<file path="config.mk">
export PLATFORM = sky130hd
export DESIGN_NAME = alu_issue_stage_flat
export DESIGN_NICKNAME = d
export VERILOG_FILES = /design/src/rtl/alu_issue_if.sv /design/src/rtl/alu_issue_stage.sv /design/src/flat_wrapper.sv
export SDC_FILE = /design/constraint.sdc
export NUM_CORES = 1
export LEC_CHECK = 0
export ABC_AREA = 1
export CAP_MARGIN = 10
export CORE_ASPECT_RATIO = 0.7
export CORE_UTILIZATION = 45
export CTS_CLUSTER_DIAMETER = 120
export CTS_CLUSTER_SIZE = 30
export DETAILED_ROUTE_END_ITERATION = 10
export GPL_ROUTABILITY_DRIVEN = 1
export HOLD_SLACK_MARGIN = 0.12
export MAX_ROUTING_LAYER = met4
export PLACE_DENSITY_LB_ADDON = 0.12
export SLEW_MARGIN = 20
export SYNTH_ARGS = -nofsm -noshare
export SYNTH_HDL_FRONTEND = slang
export SYNTH_SLANG_ARGS = --single-unit
</file>
<file path="constraint.sdc">
create_clock -name clk -period 16.12 [get_ports clk]
set_input_delay 3.224 -clock clk [delete_from_list [all_inputs] [get_ports clk]]
set_output_delay 3.224 -clock clk [all_outputs]
set_load 0.005 [all_outputs]
</file>
<file path="src/rtl/alu_issue_if.sv">
//------------------------------------------------------------------------------
// Module   : alu_issue_if
// Purpose  : Decoded ALU instruction handshake into the issue stage.
// Revision : 1.0
//------------------------------------------------------------------------------
`default_nettype none

interface alu_issue_if #(
    parameter int WIDTH = 16
);
    logic             in_valid;
    logic             in_ready;
    logic [1:0]       in_op;
    logic [2:0]       in_rd;
    logic [2:0]       in_rn;
    logic [2:0]       in_rm;
    logic [1:0]       in_shift;
    logic             in_zero_a;
    logic             in_use_imm;
    logic [WIDTH-1:0] in_imm;
    logic             in_wb;
    logic             in_status_en;

    modport master (
        output in_valid, in_op, in_rd, in_rn, in_rm, in_shift,
               in_zero_a, in_use_imm, in_imm, in_wb, in_status_en,
        input  in_ready
    );

    modport slave (
        input  in_valid, in_op, in_rd, in_rn, in_rm, in_shift,
               in_zero_a, in_use_imm, in_imm, in_wb, in_status_en,
        output in_ready
    );
endinterface

`default_nettype wire

</file>
<file path="src/rtl/alu_issue_stage.sv">
//------------------------------------------------------------------------------
// Module   : alu_issue_stage
// Purpose  : READ / EXEC / WB sequencer feeding an external 16-bit ALU.
// Revision : 1.0
//------------------------------------------------------------------------------
`default_nettype none

module alu_issue_stage #(
    parameter int WIDTH = 16,
    parameter int NREGS = 8
) (
    input  wire logic             clk,
    input  wire logic             reset,
    alu_issue_if.slave            inst,
    output logic      [WIDTH-1:0] alu_ain,
    output logic      [WIDTH-1:0] alu_bin,
    output logic      [1:0]       alu_op,
    input  wire logic [WIDTH-1:0] alu_out,
    input  wire logic [2:0]       alu_z,
    output logic      [WIDTH-1:0] result,
    output logic      [2:0]       status,
    output logic                  done
);

    typedef enum logic [1:0] {
        S_IDLE = 2'd0,
        S_READ = 2'd1,
        S_EXEC = 2'd2,
        S_WB   = 2'd3
    } state_t;

    state_t           r_state;
    logic [WIDTH-1:0] r_rf [NREGS];
    logic [WIDTH-1:0] r_a;
    logic [WIDTH-1:0] r_b;
    logic [WIDTH-1:0] r_c;
    logic [2:0]       r_status;
    logic             r_ready;
    logic             r_done;

    logic [1:0]       r_op;
    logic [2:0]       r_rd;
    logic [2:0]       r_rn;
    logic [2:0]       r_rm;
    logic [1:0]       r_shift;
    logic             r_zero_a;
    logic             r_use_imm;
    logic [WIDTH-1:0] r_imm;
    logic             r_wb;
    logic             r_status_en;

    logic [WIDTH-1:0] w_rm_val;
    logic [WIDTH-1:0] w_shifted;

    // Single-bit B-path shifter; bypassed entirely for immediates.
    always_comb begin
        w_rm_val  = r_rf[r_rm];
        w_shifted = w_rm_val;
        case (r_shift)
            2'b01:   w_shifted = {w_rm_val[WIDTH-2:0], 1'b0};
            2'b10:   w_shifted = {1'b0, w_rm_val[WIDTH-1:1]};
            2'b11:   w_shifted = {w_rm_val[WIDTH-1], w_rm_val[WIDTH-1:1]};
            default: w_shifted = w_rm_val;
        endcase
    end

    always_ff @(posedge clk or posedge reset) begin
        if (reset) begin
            r_state     <= S_IDLE;
            r_a         <= '0;
            r_b         <= '0;
            r_c         <= '0;
            r_status    <= '0;
            r_ready     <= 1'b1;
            r_done      <= 1'b0;
            r_op        <= '0;
            r_rd        <= '0;
            r_rn        <= '0;
            r_rm        <= '0;
            r_shift     <= '0;
            r_zero_a    <= 1'b0;
            r_use_imm   <= 1'b0;
            r_imm       <= '0;
            r_wb        <= 1'b0;
            r_status_en <= 1'b0;
            for (int i = 0; i < NREGS; i++) begin
                r_rf[i] <= '0;
            end
        end else begin
            r_done <= 1'b0;
            case (r_state)
                S_IDLE: begin
                    if (inst.in_valid) begin
                        r_op        <= inst.in_op;
                        r_rd        <= inst.in_rd;
                        r_rn        <= inst.in_rn;
                        r_rm        <= inst.in_rm;
                        r_shift     <= inst.in_shift;
                        r_zero_a    <= inst.in_zero_a;
                        r_use_imm   <= inst.in_use_imm;
                        r_imm       <= inst.in_imm;
                        r_wb        <= inst.in_wb;
                        r_status_en <= inst.in_status_en;
                        r_ready     <= 1'b0;
                        r_state     <= S_READ;
                    end
                end
                S_READ: begin
                    r_a     <= r_zero_a ? '0 : r_rf[r_rn];
                    r_b     <= r_use_imm ? r_imm : w_shifted;
                    r_state <= S_EXEC;
                end
                S_EXEC: begin
                    r_c <= alu_out;
                    if (r_status_en) begin
                        r_status <= alu_z;
                    end
                    r_done  <= 1'b1;
                    r_state <= S_WB;
                end
                S_WB: begin
                    // Write lands before the next READ can sample the file.
                    if (r_wb) begin
                        r_rf[r_rd] <= r_c;
                    end
                    r_ready <= 1'b1;
                    r_state <= S_IDLE;
                end
                default: begin
                    r_ready <= 1'b1;
                    r_state <= S_IDLE;
                end
            endcase
        end
    end

    assign inst.in_ready = r_ready;
    assign alu_ain       = r_a;
    assign alu_bin       = r_b;
    assign alu_op        = r_op;
    assign result        = r_c;
    assign status        = r_status;
    assign done          = r_done;

endmodule

`default_nettype wire

</file>
<file path="src/flat_wrapper.sv">
// flat-port wrapper written by rule: the top's interface ports become plain ports
module alu_issue_stage_flat 
#(
    parameter int WIDTH = 16,
    parameter int NREGS = 8
)
  (clk, reset, alu_ain, alu_bin, alu_op, alu_out, alu_z, result, status, done, inst_in_valid, inst_in_op, inst_in_rd, inst_in_rn, inst_in_rm, inst_in_shift, inst_in_zero_a, inst_in_use_imm, inst_in_imm, inst_in_wb, inst_in_status_en, inst_in_ready);
  alu_issue_if #(.WIDTH(WIDTH)) inst_i ();
  input  wire logic clk;
  input  wire logic reset;
  output logic      [WIDTH-1:0] alu_ain;
  output logic      [WIDTH-1:0] alu_bin;
  output logic      [1:0] alu_op;
  input  wire logic [WIDTH-1:0] alu_out;
  input  wire logic [2:0] alu_z;
  output logic      [WIDTH-1:0] result;
  output logic      [2:0] status;
  output logic done;
  input wire logic [$bits(inst_i.in_valid)-1:0] inst_in_valid;
  input wire logic [$bits(inst_i.in_op)-1:0] inst_in_op;
  input wire logic [$bits(inst_i.in_rd)-1:0] inst_in_rd;
  input wire logic [$bits(inst_i.in_rn)-1:0] inst_in_rn;
  input wire logic [$bits(inst_i.in_rm)-1:0] inst_in_rm;
  input wire logic [$bits(inst_i.in_shift)-1:0] inst_in_shift;
  input wire logic [$bits(inst_i.in_zero_a)-1:0] inst_in_zero_a;
  input wire logic [$bits(inst_i.in_use_imm)-1:0] inst_in_use_imm;
  input wire logic [$bits(inst_i.in_imm)-1:0] inst_in_imm;
  input wire logic [$bits(inst_i.in_wb)-1:0] inst_in_wb;
  input wire logic [$bits(inst_i.in_status_en)-1:0] inst_in_status_en;
  output wire logic [$bits(inst_i.in_ready)-1:0] inst_in_ready;
  assign inst_i.in_valid = inst_in_valid;
  assign inst_i.in_op = inst_in_op;
  assign inst_i.in_rd = inst_in_rd;
  assign inst_i.in_rn = inst_in_rn;
  assign inst_i.in_rm = inst_in_rm;
  assign inst_i.in_shift = inst_in_shift;
  assign inst_i.in_zero_a = inst_in_zero_a;
  assign inst_i.in_use_imm = inst_in_use_imm;
  assign inst_i.in_imm = inst_in_imm;
  assign inst_i.in_wb = inst_in_wb;
  assign inst_i.in_status_en = inst_in_status_en;
  assign inst_in_ready = inst_i.in_ready;
  alu_issue_stage #(.WIDTH(WIDTH), .NREGS(NREGS)) u_core (.clk(clk), .reset(reset), .inst(inst_i), .alu_ain(alu_ain), .alu_bin(alu_bin), .alu_op(alu_op), .alu_out(alu_out), .alu_z(alu_z), .result(result), .status(status), .done(done));
endmodule
</file>
; After elaboration in Yosys (flattened, before gate mapping)
; Index checks and enable logic that the tools add are counted.
[word_totals]
register_bits = 216
latch_bits = 0
mem_bits_rw = 0
rom_bits = 0
out_inout_bits = 55
memories = 0
[op_classes]
add_sub_neg = 0
multipliers = 0
div = 0
magnitude_cmp = 4
n_eq_ne = 7
shifts = 0
muxes = 17
bitwise = 3
reduce_logical = 7
[op_table]
columns = cell, n
row1 = 128-bit bitwise mux, 1
row2 = 16-bit 2-to-1 mux, 7
row3 = 16-bit binary-select mux with 3-bit select, 2
row4 = 16-bit demux with 3-bit select, 1
row5 = 16-bit case mux with 3 select lines, 1
row6 = 4-bit greater-or-equal comparator (second input constant), 3
row7 = 3-bit inverter with 4-bit output, 3
row8 = 2-bit equality test (second input constant), 4
row9 = 2-bit case mux with 4 select lines, 1
row10 = 2-bit AND reduction, 4
row11 = 2-bit by 1-bit equality test with 1-bit output (second input constant), 2
row12 = 4-bit by 1-bit < comparator with 1-bit output (second input constant), 1
row13 = 2-bit zero test, 1
row14 = 1-bit 2-to-1 mux, 2
row15 = 2-bit 2-to-1 mux, 1
row16 = 2-bit inequality test (second input constant), 1
row17 = 1-bit case mux with 2 select lines, 1
row18 = 2-bit nonzero test, 1
row19 = 1-bit logical AND, 1

; Longest topological paths before layout
; Gate-level depths: netlist (run 1).
[depth]
ltp_word = 6
ltp_mapped = 10

; Least setup slack after synthesis (run 1)
; OpenSTA, ideal clock, no wires.
[synth_path]
path_type = input to register
start = in inst_in_valid
end = reg u_core.r_op[1], in the netlist u_core.alu_op[1]
t_arrival_ps = 4021
t_required_ps = 15995
path_slack_ps = 11974
stages = 3
n_path_buf = 1
path_cell_list = nand2_1 -> clkbuf_1 -> mux2_2
[synth_between]
elab_chain_cells = 1
[synth_rtl]
columns = item, line
row1 = "start, declared", flat_wrapper.sv:19  ; input wire logic [$bits(inst_i.in_valid)-1:0] inst_in_valid;
row2 = 2-bit AND reduction (no line), -
row3 = "end signal, assigned", alu_issue_stage.sv:94  ; r_op <= inst.in_op;
row4 = "end, declared", alu_issue_stage.sv:41  ; logic [1:0] r_op;
; No other way between the ends.
; A chain may end at the register's enable or synchronous reset.

; Worst setup path after layout (run 1)
[layout_path]
start = reg u_core.r_ready, in the netlist u_core.inst.in_ready
end = out inst_in_ready
[layout_lines]
columns = item, line
row1 = "start, declared", alu_issue_stage.sv:38  ; logic r_ready;
row2 = "start signal, assigned", alu_issue_stage.sv:74  ; r_ready <= 1'b1;
row3 = "start signal, assigned", alu_issue_stage.sv:104  ; r_ready <= 1'b0;
row4 = "start signal, assigned", alu_issue_stage.sv:126  ; r_ready <= 1'b1;
row5 = "end, declared", flat_wrapper.sv:30  ; output wire logic [$bits(inst_i.in_ready)-1:0] inst_in_ready;
; No word-level cell between the ends.

==> reports/qor.yml, run 1 <==
critical-path-max-stage-delay_ps: 560
die_h_um: 132.1
finalClockSkew_ps: 38.29
crit_path_end_kind: "primary output"
synth.most_common_cell: "nand2_1"
relSlewSlack: 0.2218
core_um2: 23700
synthCells: 1418
crit_chain: "clkdlybuf4s50_1"
synth_warnings: 0
period_minus_slack_ps: 4774
final-max-slew-violation-count: 0
drc_errors: 0
cts_max_path_buffers: 3
n_antenna_cell: 0
routabilityCongestion: 0.8518
postRouteAntennaNets: 0
ys_ff_latch: 216
critical_path_class: "reg2out"
rrSetupSlack_ps: 13120
htreeDepth: 1
synth_edf_count: 0
drive_above_1_share: 0.04496
cts_setup_buffers: 0
setup_violations: 0
routedWlPerCell_um: 18.15
die_w_um: 187.9
rsz0062_at_grt: "no"
cts-hold-fix-buffers: 0
ir_drop_uv: 104.5
worst_ep_required_time_ps: 12900
hold_viol_final: 0
nets: 1525
fin_crit_sh: 0.2962
multi_input_comb_area_um2: 4522
critPathArrivalTime_ps: 1550
num_vias: 9635
io_buffer_count: 109
syn_to_final_growth_pct: 14.00
yosys_most_used_dff: "dfrtp_1"
slowest_stage: "dfstp_2"
cap_violations: 0
synth_top_area_share: 0.4943
cts_tree: "yes"
synth.distinct_cells: 19
yosys.area.top_type: "dfrtp_1"
ys_async_sr_fraction: 1.000
fmax_mhz: 209.5
start_kind: "register"
io-pin-count: 110
drt-initial-drc-count: 1013
fin_tns_setup_ps: 0
ys_top_cells_by_area: "dfrtp_1 (49%), nand2_1 (14%), o21ai_0 (8.9%)"
crit_family: "flip-flops"
grt_pass1_wl_mm: 50.84
numCtsBuffers: 11
cts_sinks: 216
synth_fp_nets: 1477
dieArea_um2: 24830
firstDrtPassIters: 5
clk_pin_slew_ps: 120
powerDensity_nw_per_um2: 198.2
final_core_util: 0.5236
overflow: 0
n_fill_cell: 2335
antenna_found_initial: 0
start_util: 0.4593
grt_pass1_vias: 8905
hpwl_mm: 20.63
drt-total-wl_mm: 32.41
syn_avg_cell_area_um2: 7.677
cts_resized: 0
grt_max_degree: 89
vias_per_cell: 5.395
core.rowCount: 47
crit_fanout: 2
regArea_um2: 5414
crit_buf_inv: 1
synth.yosys.seq_area_share: 0.4967
status: "completed"
clock-root-buffer: "clkbuf_16"
p_leak_uw: 0.005789
worst_skew_pair.late_latency_ps: 490
grt_use_total: 0.2724
synth_area_um2: 10890
worst_pin_slew_ps: 1163
synth_commonest_cells: "nand2_1 (395), dfrtp_1 (215), o21ai_0 (193)"
hold_path.class: "reg2reg"
[stage by stage]
step                      worst slack, ps  instance area (um2)  hold slack [ps]  instances  total power, uW
final                               11350                12410            493.1       1786             2460
after global routing                11190                12410            517.1       1786             2661
after global placement              10910                12090            465.1       1771             2120
after floorplan                      6990                10890            453.0       1418             1710
after detailed placement            10890                12090            465.5       1771             2142
after CTS                           11340                12400            495.0       1786             2455
[logic make-up after synthesis]
logic type               synth area share
buffers and inverters             0.08862
flip-flops                         0.4967
adder cells (fa/ha/maj)          0.004598
AO/OA/AOI/OAI                      0.1461
AND/OR/NAND/NOR                    0.2361
multiplexers                      0.02793
[worst paths after layout]
| check | start | to | depth (start not counted) |
|---|---|---|---|
| worst max-delay path | u_core.inst.in_ready | inst_in_ready | 1 |
| worst min-delay path | u_core.alu_bin[4] | u_core.alu_bin[4] | 2 |
| worst max register to register | u_core.r_rm[0] | u_core.alu_bin[10] | 8 |
| worst min register to register | u_core.alu_bin[4] | u_core.alu_bin[4] | 2 |
| max in group asynchronous | reset | u_core.r_rf[101] | 3 |
| min in group asynchronous | reset | u_core.r_rf[10] | 2 |
[area by class of cell]
| class | instances | share of cell area |
|---|---|---|
| sequential | 216 | 0.4363 |
| multi-input combinational | 969 | 0.3644 |
| timing repair buffer | 126 | 0.09821 |
| inverter | 142 | 0.04356 |
| tap | 318 | 0.03206 |
| clock buffer | 14 | 0.02309 |
| clock inverter | 1 | 0.002420 |
[cell usage in the layout (no fill, tap or decap), drive strengths merged]
cell           synthesis  final
nand2                395    395
dfrtp                215    215
o21ai                207    207
inv                  142    142
nand3                140    140
clkdlybuf4s50          0    109
nor2                 103    103
a21oi                 58     58
o211ai                34     34
mux2                  27     27
buf                   43     17
clkbuf                48     14
ha                     4      4
a22o                   1      1
clkinv                 0      1
dfstp                  1      1
[tightest hold or removal path, cell delays in order, from the launching register on]
cell and delay [ps]:
dfrtp_1 360, nand2_1 50, nand2_1 50
[sequential cells by signal, indices dropped and copies added (netlist names)]
signal and count:
u_core.r_rf 128, u_core.alu_ain 16, u_core.alu_bin 16, u_core.r_imm 16
u_core.result 16, u_core.r_rd 3, u_core.r_rm 3, u_core.r_rn 3
u_core.status 3, u_core.alu_op 2, u_core.r_shift 2, u_core.r_state 2
u_core.done 1, u_core.inst.in_ready 1, u_core.r_status_en 1, u_core.r_use_imm 1
u_core.r_wb 1, u_core.r_zero_a 1
[layer usage]
metal / track usage / wire length [um] / part of all wire / up-vias
li1: - / - / - / 4650
met1: 0.3996 / 15280 / 0.47 / 4587
met2: 0.4060 / 14060 / 0.43 / 367
met3: 0.03540 / 2638 / 0.081 / 31
met4: 0.05194 / 435 / 0.013 / 0
met5: - / 0 / 0 / -
[power breakdown]
group          total, uW  internal [uW]  switching [uW]
registers            959            761             199
clock network        311            131             180
logic               1190            444             745
total               2460           1340            1120
Power figures use the tool's default switching activity.
==> run 2, diff against run 1 <==
Clock period 16.12 ns to 3.9 ns, I/O delays scaled along.
==> run 2 against run 1 <==
  * Non-clock buffer count grew 4
  * Hold slack lost 3.8 ps
  * Clock-buffer cell count shrank 1
  * Final area grew 0.34%
  * Register-to-register slack lost 12000 ps
  * Critical endpoint is now u_core.alu_ain[6]
==> reports/qor.yml, run 2 (same netlist as run 1, synthesis figures left out) <==
drt-total-wl_mm: 33.34  # was 32.41 mm
start_util: 0.4593  # unchanged
die_h_um: 132.1  # unchanged
final_common_cell: "nand2_1"  # unchanged
clk_pin_slew_ps: 120  # about the same
route.met2.wl_mm: 14.35  # was 14.06 mm
relSlewSlack: 0.2982  # was 0.2218
drt-initial-drc-count: 1025  # was 1013
nets: 1529  # was 1525
crit_path_end_kind: "register"  # was primary output
final_core_util: 0.5254  # was 0.5236
io-pin-count: 110  # unchanged
start_kind: "register"  # unchanged
dieArea_um2: 24830  # unchanged
preCtsSetupSlack_ps: 1464  # was 10890 ps
drive_above_1_share: 0.04691  # was 0.04496
status: "completed"  # unchanged
core.rowCount: 47  # unchanged
final_cell_mix: "nand2_1 (394), dfrtp_1 (213), o21ai_0 (193), nand3_1 (140), inv_1 (138)"  # was nand2_1 (395), dfrtp_1 (213), o21ai_0 (193), nand3_1 (140), inv_1 (138)
ir_drop_uv: 421.3  # was 104.5 uV
clock-root-buffer: "clkbuf_16"  # unchanged
final_area_um2: 12450  # was 12410 um2
antenna_found_initial: 0  # unchanged
hold_viol_final: 0  # unchanged
cts_max_path_buffers: 3  # unchanged
final-max-slew-violation-count: 0  # unchanged
syn_to_final_growth_pct: 14.39  # was 14.00%
cts_resized: 0  # unchanged
critical_path_class: "reg2reg"  # was reg2out
worst_skew_pair.late_latency_ps: 480  # was 490 ps
grt_pass1_vias: 9159  # was 8905
grt_use_total: 0.2811  # was 0.2724
core_um2: 23700  # unchanged
postRouteAntennaNets: 0  # unchanged
worst_ep_required_time_ps: 4330  # was 12900 ps
grt_pass1_wl_mm: 52.83  # was 50.84 mm
fin_tns_setup_ps: 0  # unchanged
cap_violations: 0  # unchanged
powerDensity_nw_per_um2: 820.3  # was 198.2 nW/um2
grt_max_degree: 84  # was 89
setup_violations: 0  # unchanged
postPlaceCellArea_um2: 12140  # was 12090 um2
cts_tree: "yes"  # unchanged
finalClockSkew_ps: 38.23  # was 38.29 ps
setup_slack_ps: 1438  # was 11350 ps
critPathArrivalTime_ps: 2890  # was 1550 ps
cts_sinks: 216  # unchanged
fmax_mhz: 406.2
n_antenna_cell: 0  # unchanged
routedWlPerCell_um: 18.64  # was 18.15 um
htreeDepth: 1  # unchanged
rsz0062_at_grt: "no"  # unchanged
route.met3.wl_mm: 2.404  # was 2.638 mm
worst_pin_slew_ps: 1049  # was 1163 ps
cts_setup_buffers: 0  # unchanged
firstDrtPassIters: 5  # unchanged
largest_reg_flops: 128  # unchanged
p_leak_uw: 0.005813  # was 0.005789 uW
wl_met1_mm: 16.00  # was 15.28 mm
numCtsBuffers: 11  # unchanged
n_fill_cell: 2328  # was 2335
routabilityCongestion: 0.9288  # was 0.8518
drc_errors: 0  # unchanged
overflow: 0  # unchanged
hpwl_mm: 22.34  # was 20.63 mm
vias_per_cell: 5.429  # was 5.395
period_minus_slack_ps: 2462
num_vias: 9713  # was 9635
die_w_um: 187.9  # unchanged
crit_fanout: 49  # was 2
highest_layer: "met4"  # unchanged
io_buffer_count: 109  # unchanged
max_flop_register: "u_core.r_rf"  # unchanged
hold_path.class: "reg2reg"  # unchanged
cts-hold-fix-buffers: 0  # unchanged
fin_crit_sh: 0.6312
[run 2: changes by cell type in the layout (fill, tap and decap cells not counted), sizes merged]
| cell | change |
|---|---|
| clkinvlp | +1 |
| inv | -1 |
| clkbuf | -1 |
| buf | +4 |
[run 2: metrics by stage]
stage                     instances  hold WS (ps)  total power, uW
after floorplan                1418         453.0             7070
after global placement         1775         465.1             8798
after detailed placement       1775         466.0             8898
after CTS                      1789         496.0            10200
after global routing           1789         513.7            11030
final                          1789         489.3            10210
[run 2: critical path: stages, from the launching register on]
cell,delay (ps)
dfrtp_1,420
inv_1,100
ha_1,150
inv_1,40
buf_4,290
nor2_1,800
buf_4,360
o211ai_1,140
nand2_1,90
[run 2: final timing paths]
kind	startpoint	end	slack (ps)	cells after the start
max in group asynchronous	reset	u_core.r_rd[1]	2490	3
min	u_core.alu_bin[4]	u_core.alu_bin[4]	490	2
max reg2reg	u_core.r_state[1]	u_core.alu_ain[6]	1440	8
min in group asynchronous	reset	u_core.result[15]	570	2
max	u_core.r_state[1]	u_core.alu_ain[6]	1440	8
min reg2reg	u_core.alu_bin[4]	u_core.alu_bin[4]	490	2
[run 2: layout make-up]
cell class	count	area, um2	area share
clock buffer	13	282.8	0.02271
clock inverter	1	30.03	0.002412
inverter	142	536.8	0.04311
multi-input combinational	969	4519	0.3629
sequential	216	5411	0.4346
tap	318	397.9	0.03195
timing repair buffer	130	1274	0.1023
[run 2: power by group]
group | internal [uW] | switching, uW | total, uW | leakage [uW]
sequential | 3140 | 801 | 3940 | 0.00279
combinational | 1850 | 3120 | 4970 | 0.00288
clock | 538 | 762 | 1300 | 0.000149
[run 2: layer usage]
metal | vias to the layer above | global-route usage
met5 | - | -
met1 | 4653 | 0.4186
li1 | 4655 | -
met4 | 0 | 0.05917
met3 | 40 | 0.03726
met2 | 365 | 0.4084
==> run 3, diff against run 2 <==
Clock period 3.9 ns to 2 ns, I/O delays scaled along.
==> run 3 against run 2 <==
  * Register-to-register slack lost 1200 ps
  * Total power grew 100%
  * Utilization grew 1.7 points
  * Cell count grew 1.7%
  * Clock power grew 92%
  * Flip-flop and latch count is the same
  * Critical endpoint is now inst_in_ready
  * Die area is the same
==> reports/qor.yml, run 3 (same netlist as run 1, synthesis figures left out) <==
hold_viol_final: 0  # unchanged
worst_skew_pair.late_latency_ps: 480  # about the same
status: "completed"  # unchanged
cts_sinks: 216  # unchanged
dieArea_um2: 24830  # unchanged
hpwl_mm: 22.56  # was 22.34 mm
clk_pin_slew_ps: 120  # about the same
final_cell_mix: "nand2_1 (395), dfrtp_1 (213), o21ai_0 (193), nand3_1 (140), inv_1 (138)"  # was nand2_1 (394), dfrtp_1 (213), o21ai_0 (193), nand3_1 (140), inv_1 (138)
period_minus_slack_ps: 1918
critical_path_class: "reg2out"  # was reg2reg
io-pin-count: 110  # unchanged
postPlaceCellArea_um2: 12550  # was 12140 um2
n_antenna_cell: 0  # unchanged
cts_max_path_buffers: 3  # unchanged
cts_tree: "yes"  # unchanged
die_w_um: 187.9  # unchanged
routedWlPerCell_um: 18.05  # was 18.64 um
p_total_uw: 20430  # was 10210 uW
reg2reg_to: "u_core.alu_bin[8]"  # was u_core.alu_ain[6]
fin_cells: 1820  # was 1789
critPathArrivalTime_ps: 1520  # was 2890 ps
postRouteAntennaNets: 0  # unchanged
syn_to_final_growth_pct: 18.17  # was 14.39%
max_flop_register: "u_core.r_rf"  # unchanged
finalClockSkew_ps: 31.20  # was 38.23 ps
drive_above_1_share: 0.06458  # was 0.04691
largest_reg_flops: 128  # unchanged
htreeDepth: 1  # unchanged
slowest_stage: "dfstp_2"  # was nor2_1
worst_pin_slew_ps: 1017  # was 1049 ps
worst_ep_required_time_ps: 1600  # was 4330 ps
num_vias: 9793  # was 9713
die_h_um: 132.1  # unchanged
numCtsBuffers: 11  # unchanged
firstDrtPassIters: 5  # unchanged
worst_r2r_startpoint: "u_core.r_rm[0]"  # was u_core.r_state[1]
fmax_mhz: 521.2
final_core_util: 0.5428  # was 0.5254
start_kind: "register"  # unchanged
grt_max_degree: 58  # was 84
p_leak_uw: 0.006034  # was 0.005813 uW
rsz0062_at_grt: "no"  # unchanged
n_fill_cell: 2242  # was 2328
crit_buf_inv: 1  # was 4
crit_chain: "clkdlybuf4s50_1"  # was inv_1 -> ha_1 -> inv_1 -> buf_4 -> nor2_1 -> buf_4 -> o211ai_1 -> nand2_1
antenna_found_initial: 0  # unchanged
final-max-slew-violation-count: 0  # unchanged
cap_violations: 0  # unchanged
core.rowCount: 47  # unchanged
hold_path.class: "in2async"  # was reg2reg
place_inst: 1805  # was 1775
cts_setup_buffers: 0  # unchanged
crit_fanout: 2  # was 49
grt_use_total: 0.2822  # was 0.2811
drc_errors: 0  # unchanged
regArea_um2: 5411  # unchanged
grt_pass1_wl_mm: 53.32  # was 52.83 mm
io_buffer_count: 109  # unchanged
r2r_cells: 9  # was 8
crit_family: "flip-flops"  # was simple AND/OR/NAND/NOR gates
drt-initial-drc-count: 1213  # was 1025
ir_drop_uv: 657.7  # was 421.3 uV
rrSetupSlack_ps: 200  # was 1440 ps
routabilityCongestion: 0.8847  # was 0.9288
critical-path-max-stage-delay_ps: 550  # was 800 ps
multi_input_comb_area_um2: 4514  # was 4519 um2
clock-root-buffer: "clkbuf_16"  # unchanged
crit_path_end_kind: "primary output"  # was register
fin_crit_sh: 0.9592
start_util: 0.4593  # unchanged
setup_slack_ps: 81.53  # was 1438 ps
relSlewSlack: 0.3197  # was 0.2982
powerDensity_nw_per_um2: 1588  # was 820.3 nW/um2
grt_pass1_vias: 9427  # was 9159
final_area_um2: 12860  # was 12450 um2
nets: 1559  # was 1529
vias_per_cell: 5.381  # was 5.429
overflow: 0  # unchanged
cts_resized: 0  # unchanged
preCtsSetupSlack_ps: 258.8  # was 1464 ps
core_um2: 23700  # unchanged
setup_violations: 0  # unchanged
cts-hold-fix-buffers: 0  # unchanged
drt-total-wl_mm: 32.84  # was 33.34 mm
final_common_cell: "nand2_1"  # unchanged
-- run 3: final cells by class --
cell class,instances,share of cell area
repair buffers,160,0.1311
inverters,142,0.04173
flip-flops and latches,216,0.4207
well taps,318,0.03093
multi-input cells,969,0.3509
clock buffers,14,0.02227
clock inverters,1,0.002334
-- run 3: layer usage --
layer  up-vias  global-route usage  share of wire
li1       4724                   -              -
met1      4613              0.4100           0.47
met2       414              0.4195           0.43
met3        42             0.04685          0.080
met4         0             0.04923          0.017
met5         -                   -              0
-- run 3: per-stage QoR --
| stage | setup TNS, ps | hold slack (ps) |
|---|---|---|
| finish | 0 | 310.2 |
| global route | 0 | 316.3 |
| CTS | 0 | 305.9 |
| detailed placement | 0 | 465.2 |
| global placement | 0 | 462.9 |
| floorplan | -260920 | 453.0 |
-- run 3: worst max-delay path by stage --
stage                        end  cells past startpoint  slack (ps)            startpoint
4_1_cts            inst_in_ready                      1          60  u_core.inst.in_ready
3_3_place_gp     u_core.r_imm[7]                      4         290         inst_in_valid
5_1_grt            inst_in_ready                      1          40  u_core.inst.in_ready
6_report           inst_in_ready                      1          80  u_core.inst.in_ready
3_5_place_dp     u_core.r_imm[3]                      4         260         inst_in_valid
2_1_floorplan  u_core.alu_ain[0]                      1       -1210                 reset
-- run 3: where the power goes --
group	total (uW)	internal, uW	leakage [uW]	switching (uW)
Combinational	10600	4090	0.00310	6530
Sequential	7310	6140	0.00279	1170
Clock	2500	1050	0.000151	1450
-- run 3: tightest hold or removal path, delay by kind of cell --
family | cells | cell delay [ps]
buf+inv | 3 | 770
